$ cat src/rtl/control_unit_pkg.sv
// Control-unit types shared by the hazard controller and its testbench.
package control_unit_pkg;
  typedef enum logic [1:0] {
    RUN   = 2'd0,
    DWAIT = 2'd1,
    IWAIT = 2'd2,
    HALT  = 2'd3
  } hzd_state_t;
endpackage

$ cat src/rtl/cpu_types_pkg.sv
// Shared CPU datapath types: register-file index width.
package cpu_types_pkg;
  localparam int REG_W = 5;
  typedef logic [REG_W-1:0] regbits_t;
endpackage

$ cat src/rtl/pipeline_hazard_ctrl_if.sv
// Handshake bundle between the pipeline datapath and the hazard controller.
interface pipeline_hazard_ctrl_if;
  import cpu_types_pkg::*;

  logic        ihit, dhit;
  logic        dmemREN_mem, dmemWEN_mem;
  logic        memRd_ex;
  regbits_t    rd_ex, rs_id, rt_id;
  logic        jump_id, branch_ex, halt_wb;
  logic        pc_en, ifid_en, idex_en, exmem_en, memwb_en;
  logic        ifid_flush, idex_flush;
  logic        halted;
  logic [31:0] stall_cnt, flush_cnt;

  modport master (
    output ihit, dhit, dmemREN_mem, dmemWEN_mem, memRd_ex,
           rd_ex, rs_id, rt_id, jump_id, branch_ex, halt_wb,
    input  pc_en, ifid_en, idex_en, exmem_en, memwb_en,
           ifid_flush, idex_flush, halted, stall_cnt, flush_cnt
  );

  modport slave (
    input  ihit, dhit, dmemREN_mem, dmemWEN_mem, memRd_ex,
           rd_ex, rs_id, rt_id, jump_id, branch_ex, halt_wb,
    output pc_en, ifid_en, idex_en, exmem_en, memwb_en,
           ifid_flush, idex_flush, halted, stall_cnt, flush_cnt
  );
endinterface

$ cat src/rtl/load_use_detect.sv
// Combinational load-use comparator: a load in ID/EX feeding a source in IF/ID.
module load_use_detect
  import cpu_types_pkg::*;
(
  input  logic     memRd_ex,
  input  regbits_t rd_ex,
  input  regbits_t rs_id,
  input  regbits_t rt_id,
  output logic     luse
);

  // Register 0 is hardwired, so a load targeting it never creates a dependency.
  assign luse = memRd_ex && (rd_ex != '0) && ((rd_ex == rs_id) || (rd_ex == rt_id));

endmodule

$ cat src/rtl/pipeline_hazard_ctrl.sv
// Pipeline stall/flush/halt controller. Define HAZARD_PERF_CNT_EN to build the
// stall/flush performance counters; otherwise the counter ports read constant 0.
module pipeline_hazard_ctrl
  import control_unit_pkg::*;
(
  input  logic                  clk,
  input  logic                  rst,
  pipeline_hazard_ctrl_if.slave hz
);

  hzd_state_t state_q, state_d;
  logic       flush_if_p, flush_id_p;
  logic       dreq, advance, luse, go;
  logic       brk, jmp;

  assign dreq    = hz.dmemREN_mem | hz.dmemWEN_mem;
  assign advance = hz.ihit & (~dreq | hz.dhit);
  assign go      = ~rst & (state_q != HALT) & advance;
  assign brk     = hz.branch_ex | flush_id_p;
  assign jmp     = hz.jump_id | flush_if_p;

  load_use_detect u_lud (
    .memRd_ex (hz.memRd_ex),
    .rd_ex    (hz.rd_ex),
    .rs_id    (hz.rs_id),
    .rt_id    (hz.rt_id),
    .luse     (luse)
  );

  // Branch beats load-use; load-use beats jump, which simply re-resolves later.
  always_comb begin
    hz.pc_en      = 1'b0;
    hz.ifid_en    = 1'b0;
    hz.idex_en    = 1'b0;
    hz.exmem_en   = 1'b0;
    hz.memwb_en   = 1'b0;
    hz.ifid_flush = 1'b0;
    hz.idex_flush = 1'b0;
    if (go) begin
      hz.pc_en    = 1'b1;
      hz.ifid_en  = 1'b1;
      hz.idex_en  = 1'b1;
      hz.exmem_en = 1'b1;
      hz.memwb_en = 1'b1;
      if (brk) begin
        hz.ifid_flush = 1'b1;
        hz.idex_flush = 1'b1;
      end else if (luse) begin
        hz.pc_en      = 1'b0;
        hz.ifid_en    = 1'b0;
        hz.idex_flush = 1'b1;
      end else if (jmp) begin
        hz.ifid_flush = 1'b1;
      end
    end
  end

  assign hz.halted = ~rst & (state_q == HALT);

  always_comb begin
    state_d = state_q;
    if (state_q != HALT) begin
      if (advance && hz.halt_wb) begin
        state_d = HALT;
      end else begin
        case (state_q)
          RUN: begin
            if (dreq && !hz.dhit)  state_d = DWAIT;
            else if (!hz.ihit)     state_d = IWAIT;
          end
          DWAIT: begin
            if (hz.dhit)           state_d = hz.ihit ? RUN : IWAIT;
          end
          IWAIT: begin
            if (hz.ihit)           state_d = RUN;
          end
          default:                 state_d = RUN;
        endcase
      end
    end
  end

  always_ff @(posedge clk or posedge rst) begin
    if (rst) state_q <= RUN;
    else     state_q <= state_d;
  end

  // Control transfers seen while frozen are remembered until the pipe moves.
  always_ff @(posedge clk or posedge rst) begin
    if (rst) begin
      flush_if_p <= 1'b0;
      flush_id_p <= 1'b0;
    end else if (state_q != HALT) begin
      if (advance) begin
        flush_if_p <= 1'b0;
        flush_id_p <= 1'b0;
      end else begin
        flush_if_p <= flush_if_p | hz.branch_ex | hz.jump_id;
        flush_id_p <= flush_id_p | hz.branch_ex;
      end
    end
  end

`ifdef HAZARD_PERF_CNT_EN
  logic        stall_evt;
  logic [31:0] stall_q, flush_q;

  assign stall_evt = (state_q != HALT) & (~advance | (luse & ~brk));

  always_ff @(posedge clk or posedge rst) begin
    if (rst) begin
      stall_q <= '0;
      flush_q <= '0;
    end else begin
      if (stall_evt)     stall_q <= stall_q + 32'd1;
      if (hz.ifid_flush) flush_q <= flush_q + 32'd1;
    end
  end

  assign hz.stall_cnt = stall_q;
  assign hz.flush_cnt = flush_q;
`else
  assign hz.stall_cnt = '0;
  assign hz.flush_cnt = '0;
`endif

endmodule

$ cat src/flat_wrapper.sv
// flat-port wrapper written by rule: the top's interface ports become plain ports
module pipeline_hazard_ctrl_flat import control_unit_pkg::*;
  (clk, rst, hz_ihit, hz_dhit, hz_dmemREN_mem, hz_dmemWEN_mem, hz_memRd_ex, hz_rd_ex, hz_rs_id, hz_rt_id, hz_jump_id, hz_branch_ex, hz_halt_wb, hz_pc_en, hz_ifid_en, hz_idex_en, hz_exmem_en, hz_memwb_en, hz_ifid_flush, hz_idex_flush, hz_halted, hz_stall_cnt, hz_flush_cnt);
  pipeline_hazard_ctrl_if hz_i ();
  input  logic clk;
  input  logic rst;
  input wire logic [$bits(hz_i.ihit)-1:0] hz_ihit;
  input wire logic [$bits(hz_i.dhit)-1:0] hz_dhit;
  input wire logic [$bits(hz_i.dmemREN_mem)-1:0] hz_dmemREN_mem;
  input wire logic [$bits(hz_i.dmemWEN_mem)-1:0] hz_dmemWEN_mem;
  input wire logic [$bits(hz_i.memRd_ex)-1:0] hz_memRd_ex;
  input wire logic [$bits(hz_i.rd_ex)-1:0] hz_rd_ex;
  input wire logic [$bits(hz_i.rs_id)-1:0] hz_rs_id;
  input wire logic [$bits(hz_i.rt_id)-1:0] hz_rt_id;
  input wire logic [$bits(hz_i.jump_id)-1:0] hz_jump_id;
  input wire logic [$bits(hz_i.branch_ex)-1:0] hz_branch_ex;
  input wire logic [$bits(hz_i.halt_wb)-1:0] hz_halt_wb;
  output wire logic [$bits(hz_i.pc_en)-1:0] hz_pc_en;
  output wire logic [$bits(hz_i.ifid_en)-1:0] hz_ifid_en;
  output wire logic [$bits(hz_i.idex_en)-1:0] hz_idex_en;
  output wire logic [$bits(hz_i.exmem_en)-1:0] hz_exmem_en;
  output wire logic [$bits(hz_i.memwb_en)-1:0] hz_memwb_en;
  output wire logic [$bits(hz_i.ifid_flush)-1:0] hz_ifid_flush;
  output wire logic [$bits(hz_i.idex_flush)-1:0] hz_idex_flush;
  output wire logic [$bits(hz_i.halted)-1:0] hz_halted;
  output wire logic [$bits(hz_i.stall_cnt)-1:0] hz_stall_cnt;
  output wire logic [$bits(hz_i.flush_cnt)-1:0] hz_flush_cnt;
  assign hz_i.ihit = hz_ihit;
  assign hz_i.dhit = hz_dhit;
  assign hz_i.dmemREN_mem = hz_dmemREN_mem;
  assign hz_i.dmemWEN_mem = hz_dmemWEN_mem;
  assign hz_i.memRd_ex = hz_memRd_ex;
  assign hz_i.rd_ex = hz_rd_ex;
  assign hz_i.rs_id = hz_rs_id;
  assign hz_i.rt_id = hz_rt_id;
  assign hz_i.jump_id = hz_jump_id;
  assign hz_i.branch_ex = hz_branch_ex;
  assign hz_i.halt_wb = hz_halt_wb;
  assign hz_pc_en = hz_i.pc_en;
  assign hz_ifid_en = hz_i.ifid_en;
  assign hz_idex_en = hz_i.idex_en;
  assign hz_exmem_en = hz_i.exmem_en;
  assign hz_memwb_en = hz_i.memwb_en;
  assign hz_ifid_flush = hz_i.ifid_flush;
  assign hz_idex_flush = hz_i.idex_flush;
  assign hz_halted = hz_i.halted;
  assign hz_stall_cnt = hz_i.stall_cnt;
  assign hz_flush_cnt = hz_i.flush_cnt;
  pipeline_hazard_ctrl u_core (.clk(clk), .rst(rst), .hz(hz_i));
endmodule
$ cat config.mk
export PLATFORM = sky130hd
export DESIGN_NAME = pipeline_hazard_ctrl_flat
export DESIGN_NICKNAME = d
export VERILOG_FILES = /design/src/rtl/control_unit_pkg.sv /design/src/rtl/cpu_types_pkg.sv /design/src/rtl/pipeline_hazard_ctrl_if.sv /design/src/rtl/load_use_detect.sv /design/src/rtl/pipeline_hazard_ctrl.sv /design/src/flat_wrapper.sv
export SDC_FILE = /design/constraint.sdc
export NUM_CORES = 1
export LEC_CHECK = 0
export CAP_MARGIN = 20
export CORE_MARGIN = 2
export CORE_UTILIZATION = 30
export CTS_BUF_LIST = sky130_fd_sc_hd__clkbuf_4 sky130_fd_sc_hd__clkbuf_8 sky130_fd_sc_hd__clkbuf_16
export CTS_CLUSTER_DIAMETER = 40
export CTS_CLUSTER_SIZE = 30
export DETAILED_ROUTE_END_ITERATION = 7
export GPL_TIMING_DRIVEN = 0
export PLACE_DENSITY = 0.84
export SYNTH_ARGS = -nofsm -noshare
export SYNTH_HDL_FRONTEND = slang
export SYNTH_HIERARCHICAL = 1
export SYNTH_SLANG_ARGS = --single-unit
$ cat constraint.sdc
create_clock -name clk -period 3.2 [get_ports clk]
set_input_delay 0.32 -clock clk [delete_from_list [all_inputs] [get_ports clk]]
set_output_delay 0.32 -clock clk [all_outputs]
set_load 0.01 [all_outputs]
==> results of run 1 <==
-- path summary, 6_finish.rpt --
| kind | start | end | slack, ns | cells past startpoint |
|---|---|---|---|---|
| worst max register to register | u_core/state_q[1]$_DFFE_PP0P_ | u_core/flush_if_p$_DFFE_PP0N_ | 2.28 | 3 |
| worst min register to register | u_core/flush_if_p$_DFFE_PP0N_ | u_core/flush_if_p$_DFFE_PP0N_ | 0.50 | 1 |
| worst max-delay path | hz_rd_ex[1] | hz_ifid_flush | 0.53 | 7 |
| min in group clk | u_core/flush_if_p$_DFFE_PP0N_ | u_core/flush_if_p$_DFFE_PP0N_ | 0.50 | 1 |
| max in group asynchronous | rst | u_core/state_q[0]$_DFFE_PP0P_ | 2.71 | 2 |
| worst min-delay path | rst | u_core/flush_id_p$_DFFE_PP0N_ | 0.31 | 2 |
-- where the power goes --
| part | internal (mW) | switching, mW | leakage (nW) |
|---|---|---|---|
| logic | 0.151 | 0.117 | 0.809 |
| clock network | 0.0418 | 0.0189 | 0.0138 |
| registers | 0.0749 | 0.0225 | 0.0429 |
-- Yosys cell counts, types with 2 or more instances --
| cell type | n |
|---|---|
| nor3_1 | 3 |
| inv_1 | 4 |
| dfrtp_1 | 4 |
| xnor2_1 | 4 |
| nor2_1 | 3 |
| o21a_1 | 2 |
| nand3_1 | 4 |
| a21oi_1 | 5 |
| xor2_1 | 6 |
| buf_4 | 67 |
| o21ai_0 | 2 |
-- critical path, cell delays in order --
cell	delay [ns]
clkdlybuf4s50_1	0.46
or4_1	0.53
o21ai_1	0.12
a21oi_1	0.07
o21bai_1	0.16
a21oi_1	0.13
clkdlybuf4s50_1	0.55
-- per-layer routing --
| layer | global-route usage | vias to the layer above | part of all wire |
|---|---|---|---|
| met5 | 0 | - | 0 |
| met2 | 0.183 | 50 | 0.52 |
| li1 | - | 437 | - |
| met3 | 0.0374 | 0 | 0.16 |
| met1 | 0.0884 | 305 | 0.31 |
| met4 | 0.0498 | 0 | 0 |
-- state kept, by name, indices dropped and copies added, names as in the netlist --
| name | flops |
|---|---|
| u_core/state_q | 2 |
| u_core/flush_if_p | 1 |
| u_core/flush_id_p | 1 |
-- final cells by class --
type                       instances  share of cell area
multi-input combinational        103               0.338
buffer                            67               0.333
timing repair buffer              32               0.212
sequential                         4              0.0663
tap                               31              0.0257
clock buffer                       3              0.0149
inverter                           4             0.00994
-- kinds of logic (layout without fill, tap and decap cells) --
| family | count (synthesis) | count (layout) | share of synthesized area |
|---|---|---|---|
| compound gates | 15 | 15 | 0.116 |
| flops | 4 | 4 | 0.112 |
| xor+xnor | 10 | 10 | 0.0982 |
| simple gates | 14 | 14 | 0.0884 |
| buf+inv | 71 | 106 | 0.581 |
| other cells | 1 | 64 | 0.00420 |
-- through the flow --
step           instances  setup slack, ns  instance area (µm²)
2_1_floorplan        178             1.43                 1130
3_3_place_gp         241            0.511                 1490
3_5_place_dp         241            0.516                 1490
4_1_cts              244            0.516                 1510
5_1_grt              244            0.383                 1510
6_report             244            0.530                 1510
-- cells in the final DEF, fill, tap and decap left out --
cell	n
o21a_1	2
o21ai_0	2
dfrtp_1	4
nand3_1	4
clkbuf_4	3
a21oi_1	5
nor3_1	3
o21bai_1	1
conb_1	64
a31oi_1	1
o21bai_4	1
o21ai_1	1
xor2_1	6
nor2_1	3
o211ai_1	1
or4_1	1
nand4_2	1
nand2_2	1
clkdlybuf4s50_1	32
xnor2_1	4
buf_4	67
o311ai_1	1
nor2b_1	1
inv_1	4
==> impl_metrics.ini, run 1 <==
[status]
status = complete, no violations

[cts]
cts_tree = yes
cts.clk_slew.worst_paths_ns = 0.04
cts_buffers = 3
cts.htree.levels = 1
cts_setup_buffers = 0
holdBufCountCts = 0
clock_path_buffers = 2
clock_sinks = 4
cts_root_buf = clkbuf_4
ctsResizeCount = 0
worstSkewPairLatency_ns = 0.23

[drt]
vias = 792
wirelength_mm = 1.73
drtIter0Drc = 9
drtAntennaViolNets = 0
drc = 0
vias_per_cell = 3.25
drtPass1Iterations = 4
wl_per_cell_um = 7.09

[layout]
layout-drive-gt1-share = 0.343
multiInputGateArea_um2 = 510
final.fill_count = 264
regArea_um2 = 100
syn2layout_area_growth_pct = 69.3
diodes = 0
final_core_util = 0.543
nets = 240

[timing]
fin_skew_ns = 0.00136
setup_violations = 0
fin_crit_ns = 2.67
slew_viol_final = 0
rsz0062_at_grt = false
hold_viol_final = 0
whs_ns = 0.314
max_freq_mhz = 375
fin_tns_setup_ns = 0
min_period_over_period = 0.834

[global_route]
antenna_found_initial = 0
grt_max_degree = 7
first_global_vias = 633
globalRouteTotalUtil = 0.0968
grt.overflow.total = 0
grt_pass1_wl_mm = 2.55

[hold_path]
hp-class = in2async

[flow_run]
maxCapViolations = 0

[synthesis]
synth_top_cell_by_area = buf_4
synth_edf_count = 0
syn_avg_cell_area_um2 = 7.76
synth-main-ff-cell = dfrtp_1
yosys_warnings = 6
ys_ff_latch = 4
yosysSeqAreaShare = 0.112
ys_top_cells_by_area = buf_4, dfrtp_1, xor2_1, xnor2_1, a21oi_1
synth_top_cell_area_share = 0.564
synth_area_um2 = 892
ys_types = 22
synthCells = 115
synthArstFlopShare = 1.00

[critical_path]
cp.arrival_ns = 2.35
cp_max_fo = 3
crit_path_end_kind = output port
required_ns = 2.88
worst_setup_path_start_kind = input pin
critPathKind = in2out

[floorplan]
initial_utilization = 0.321
row_count = 19
boundaryPins = 97
die_area_um2 = 3430
fp.dieH_um = 58.5
core_um2 = 2780
die_w_um = 58.5

[power]
p_per_area_nw_per_um2 = 282
ir_worst_vdd_uv = 194
p_leak_nw = 0.866
total_power_mw = 0.426

[place]
gp_congestion = 0.637
hpwl_mm = 1.65
port_buffers = 32
(Power assumes the default switching activity.)
==> run 2, diff against run 1 <==
--- a/config.mk
+++ b/config.mk
@@ -7,13 +7,13 @@
 export LEC_CHECK = 0
 export CAP_MARGIN = 20
 export CORE_MARGIN = 2
-export CORE_UTILIZATION = 30
+export CORE_UTILIZATION = 26
 export CTS_BUF_LIST = sky130_fd_sc_hd__clkbuf_4 sky130_fd_sc_hd__clkbuf_8 sky130_fd_sc_hd__clkbuf_16
 export CTS_CLUSTER_DIAMETER = 40
 export CTS_CLUSTER_SIZE = 30
 export DETAILED_ROUTE_END_ITERATION = 7
 export GPL_TIMING_DRIVEN = 0
-export PLACE_DENSITY = 0.84
+export PLACE_DENSITY = 0.78
 export SYNTH_ARGS = -nofsm -noshare
 export SYNTH_HDL_FRONTEND = slang
 export SYNTH_HIERARCHICAL = 1
==> constraint.sdc (replaced) <==
create_clock -name clk -period 2.15 [get_ports clk]
set_input_delay 0.215 -clock clk [delete_from_list [all_inputs] [get_ports clk]]
set_output_delay 0.215 -clock clk [all_outputs]
set_load 0.01 [all_outputs]
==> run 2 against run 1 <==
Net effect:
- non-clock buffer count rose by 1
- sequential power rose by 49%
- flip-flop and latch count did not move
- global-route usage fell by 0.34 points
- clock-buffer cell count did not move
- routed wire length rose by 11%
- combinational power rose by 50%
- critical path type unchanged
==> impl_metrics.ini, run 2 (same netlist as run 1, synthesis figures left out) <==
[status]
status = complete, no violations

[timing]
slew_viol_final = 0
hold_viol_final = 0
min_period_over_period = 0.964
fin_skew_ns = 0.000596
rsz0062_at_grt = false
fin_tns_setup_ns = 0
fin_crit_ns = 2.07
setup_violations = 0
max_freq_mhz = 483

[floorplan]
fp.dieH_um = 62.6
row_count = 21
boundaryPins = 97
core_um2 = 3310
initial_utilization = 0.269
die_area_um2 = 3920
die_w_um = 62.6

[place]
placed_cell_area_um2 = 1510
hpwl_mm = 1.74
port_buffers = 32
gp_congestion = 0.760

[layout]
nets = 241
largest-register = u_core/state_q
regArea_um2 = 100
diodes = 0
most-common-layout-cells = buf_4, conb_1, clkdlybuf4s50_1, dlygate4sd2_1, xor2_1
layout_commonest_cell = buf_4
final.fill_count = 354
syn2layout_area_growth_pct = 73.8
layout-drive-gt1-share = 0.374
largest_register_ffs = 2
multiInputGateArea_um2 = 538
final_core_util = 0.468
final_area_um2 = 1550
reg_top3 = u_core/state_q x2, u_core/flush_id_p x1, u_core/flush_if_p x1

[cts]
cts_root_buf = clkbuf_4
clock_sinks = 4
cts_buffers = 3
cts.clk_slew.worst_paths_ns = 0.04
cts_tree = yes
holdBufCountCts = 0
worstSkewPairLatency_ns = 0.24
clock_path_buffers = 2
cts.htree.levels = 1

[critical_path]
crit_path_end_kind = output port
r2r_slack_ns = 1.20
max_stage_delay_ns = 0.56
cp_max_fo = 3
critPathKind = in2out
cp.arrival_ns = 1.86
crit_chain = dlygate4sd2_1 -> or4_4 -> o21ai_4 -> a21oi_2 -> buf_4 -> a21oi_2 -> buf_4 -> clkdlybuf4s15_1
crit_path_top_delay_cell = or4_4
required_ns = 1.93
worst_setup_path_start_kind = input pin

[global_route]
globalRouteTotalUtil = 0.0935
antenna_found_initial = 0
grt.overflow.total = 0
grt_max_degree = 7
grt_pass1_wl_mm = 2.89
first_global_vias = 720

[drt]
drtPass1Iterations = 4
drtIter0Drc = 14
drc = 0
drtAntennaViolNets = 0
wl_per_cell_um = 7.36
vias = 810
wirelength_mm = 1.91
vias_per_cell = 3.12

[power]
p_switching_mw = 0.250
switching_share = 0.390
clkPwrFrac = 0.147
power_frac_comb = 0.627
intPower_mw = 0.391
total_power_mw = 0.641
p_seq_frac = 0.225
ir_worst_vdd_uv = 136
p_leak_nw = 0.894
p_per_area_nw_per_um2 = 414

[flow_run]
maxCapViolations = 0

[hold_path]
hp-class = in2async
-- run 2: worst max-delay path, delay by kind of cell --
family,cells,cell delay [ns]
simple gates,1,0.56
buf+inv,4,0.74
compound gates,3,0.34
-- run 2: power groups by stage --
stage / Combinational [mW] / Sequential [mW] / Clock [mW]
finish: 0.402 / 0.145 / 0.0943
global route: 0.441 / 0.150 / 0.103
CTS: 0.394 / 0.143 / 0.100
detailed placement: 0.399 / 0.144 / 0
global placement: 0.392 / 0.143 / 0
floorplan: 0.278 / 0.138 / 0
-- run 2: stage by stage --
step | setup WS [ns] | cells | hold slack (ns)
final | 0.0780 | 260 | 0.198
after global routing | 0.0107 | 260 | 0.215
after CTS | 0.0145 | 260 | 0.194
after detailed placement | -0.360 | 256 | 0.452
after global placement | -0.338 | 256 | 0.453
after floorplan | 0.595 | 178 | -0.00356
-- run 2: worst paths after layout --
kind	start	cells past startpoint	endpoint
min in group clk	u_core/flush_if_p$_DFFE_PP0N_	1	u_core/flush_if_p$_DFFE_PP0N_
min reg2reg	u_core/flush_if_p$_DFFE_PP0N_	1	u_core/flush_if_p$_DFFE_PP0N_
min	rst	2	u_core/flush_id_p$_DFFE_PP0N_
max	hz_rd_ex[1]	8	hz_pc_en
max in group asynchronous	rst	2	u_core/state_q[1]$_DFFE_PP0P_
max reg2reg	u_core/state_q[1]$_DFFE_PP0P_	3	u_core/flush_if_p$_DFFE_PP0N_
-- run 2: routing by layer --
layer	wire (µm)	part of all wire	vias up	GRT usage
li1	-	-	439	-
met1	558	0.29	321	0.0746
met2	1120	0.59	48	0.192
met3	217	0.11	2	0.0324
met4	17	0.0089	0	0.0500
met5	0	0	-	0
-- run 2: timing repair --
item	4_1_cts	5_1_grt
setup buffers	1	0
hold endpoints to repair	0	0
cloned	0	0
pin swaps	3	3
endpoints found under the setup margin	4	2
resized for setup	12	6
-- run 2: cell type report --
class                      instances  share of cell area
clock buffer                       3              0.0145
buffer                            67               0.324
sequential                         4              0.0646
multi-input combinational        103               0.347
inverter                           4             0.00969
tap                               46              0.0371
timing repair buffer              33               0.203
==> run 3, diff against run 2 <==
--- a/config.mk
+++ b/config.mk
@@ -6,7 +6,6 @@
 export NUM_CORES = 1
 export LEC_CHECK = 0
 export CAP_MARGIN = 20
-export CORE_MARGIN = 2
 export CORE_UTILIZATION = 26
 export CTS_BUF_LIST = sky130_fd_sc_hd__clkbuf_4 sky130_fd_sc_hd__clkbuf_8 sky130_fd_sc_hd__clkbuf_16
 export CTS_CLUSTER_DIAMETER = 40
==> run 3 against run 2 <==
Net effect:
- flip-flop and latch count did not move
- utilization rose by 1.8 points
- sequential power barely moved
- register-to-register slack improved by 0.04 ns
- design area fell by 1.1%
- worst setup slack improved by 0.022 ns
==> impl_metrics.ini, run 3 (same netlist as run 1, synthesis figures left out) <==
[cts]
clock_sinks = 4
worstSkewPairLatency_ns = 0.23
holdBufCountCts = 0
cts_tree = yes
cts.htree.levels = 1
cts_buffers = 3
cts.clk_slew.worst_paths_ns = 0.04
clock_path_buffers = 2
cts_setup_buffers = 0
cts_root_buf = clkbuf_4

[drt]
wl_per_cell_um = 7.01
drc = 0
vias = 811
drtPass1Iterations = 5
wirelength_mm = 1.80
drtAntennaViolNets = 0
drtIter0Drc = 17
vias_per_cell = 3.16

[layout]
diodes = 0
largest-register = u_core/state_q
final_area_um2 = 1530
final.fill_count = 309
syn2layout_area_growth_pct = 71.8
final_core_util = 0.486
layout_commonest_cell = buf_4
most-common-layout-cells = buf_4, conb_1, clkdlybuf4s50_1, dlygate4sd2_1, xor2_1
reg_top3 = u_core/state_q x2, u_core/flush_id_p x1, u_core/flush_if_p x1
multiInputGateArea_um2 = 527
layout.cells.non_filler = 257
layout-drive-gt1-share = 0.366
nets = 240
regArea_um2 = 100
largest_register_ffs = 2

[floorplan]
fp.dieH_um = 60.6
core_um2 = 3150
initial_utilization = 0.283
die_area_um2 = 3670
row_count = 20
die_w_um = 60.6
boundaryPins = 97

[place]
hpwl_mm = 1.68
gp_congestion = 0.752
dp.cells = 254
port_buffers = 32
placed_cell_area_um2 = 1500
place_ws_ns = -0.342

[timing]
setup_violations = 0
slew_viol_final = 0
rsz0062_at_grt = false
fin_crit_ns = 2.05
min_period_over_period = 0.953
setup_ws_ns = 0.100
fin_skew_ns = 0.000720
hold_viol_final = 0
max_freq_mhz = 488

[critical_path]
required_ns = 1.93
reg2reg_to = u_core/flush_if_p$_DFFE_PP0N_
cp.arrival_ns = 1.83
critPathKind = in2out
worst_setup_path_start_kind = input pin
reg2reg_depth = 3
rr_startpoint = u_core/state_q[1]$_DFFE_PP0P_
r2r_slack_ns = 1.24
cp_max_fo = 3
crit_path_end_kind = output port

[global_route]
antenna_found_initial = 0
globalRouteTotalUtil = 0.0960
grt_max_degree = 7
grt_pass1_wl_mm = 2.57
grt.overflow.total = 0
first_global_vias = 666

[power]
ir_worst_vdd_uv = 173
total_power_mw = 0.631
p_per_area_nw_per_um2 = 411
switching_share = 0.381
power_frac_comb = 0.627
p_switching_mw = 0.241
intPower_mw = 0.390
p_seq_frac = 0.229
clkPwrFrac = 0.145
p_leak_nw = 0.895

[hold_path]
hp-class = in2async

[flow_run]
maxCapViolations = 0

[status]
status = complete, no violations
==> run 3: changes by cell type in the layout (fill, tap and decap cells not counted) <==
| cell | previous run | this run |
|---|---|---|
| or4_1 | 0 | 1 |
| clkdlybuf4s50_1 | 23 | 24 |
| o21ai_4 | 1 | 0 |
| clkdlybuf4s15_1 | 1 | 0 |
| buf_4 | 68 | 67 |
| o21ai_2 | 0 | 1 |
| dlymetal6s2s_1 | 0 | 1 |
| or4_4 | 1 | 0 |
| dlygate4sd2_1 | 7 | 6 |
==> run 3: how the worst max path moves through the flow <==
stage                     start            end  slack (ns)  cells after the start
floorplan           hz_rd_ex[1]       hz_pc_en        0.59                      5
global placement    hz_rd_ex[1]  hz_ifid_flush       -0.35                      7
detailed placement  hz_rd_ex[1]  hz_ifid_flush       -0.34                      7
CTS                 hz_rd_ex[3]  hz_ifid_flush        0.03                      7
global route        hz_rd_ex[3]       hz_pc_en       0.004                      8
finish              hz_rd_ex[3]       hz_pc_en        0.10                      7
==> run 3: per-stage QoR <==
stage	hold WS (ns)	setup TNS (ns)
3_5_place_dp	0.457	-1.03
4_1_cts	0.204	0
6_report	0.209	0
5_1_grt	0.239	0
3_3_place_gp	0.452	-1.03
2_1_floorplan	-0.00356	0
==> run 3: what timing repair did <==
action                                  in CTS  in global routing
cloned                                       0                  0
gates resized for setup                      8                  6
pin swaps                                    1                  2
endpoints found under the setup margin       4                  3
==> run 3: layer usage <==
layer	share of wire	GRT usage
met2	0.57	0.198
met3	0.13	0.0277
met5	0	0
met4	0.012	0.0487
met1	0.29	0.0812
==> run 3: power by group through the flow <==
stage / Combinational [mW] / Clock [mW] / Sequential [mW]
4_1_cts: 0.386 / 0.0988 / 0.144
5_1_grt: 0.441 / 0.0999 / 0.153
2_1_floorplan: 0.278 / 0 / 0.138
3_5_place_dp: 0.395 / 0 / 0.145
3_3_place_gp: 0.389 / 0 / 0.144
6_report: 0.395 / 0.0913 / 0.144
==> run 3: layout make-up <==
type                            instances  area share
Multi-Input combinational cell        103       0.344
Buffer                                 67       0.328
Timing Repair Buffer                   32       0.202
Sequential cell                         4      0.0653
Tap cell                               44      0.0359
Clock buffer                            3      0.0147
Inverter                                4     0.00980
==> run 3: worst max-delay path, cell delays in order <==
cell and delay, ns:
clkdlybuf4s50_1 0.46, or4_1 0.43, o21ai_2 0.15, a21oi_2 0.07, a21oi_2 0.15, buf_4 0.11
dlygate4sd2_1 0.25
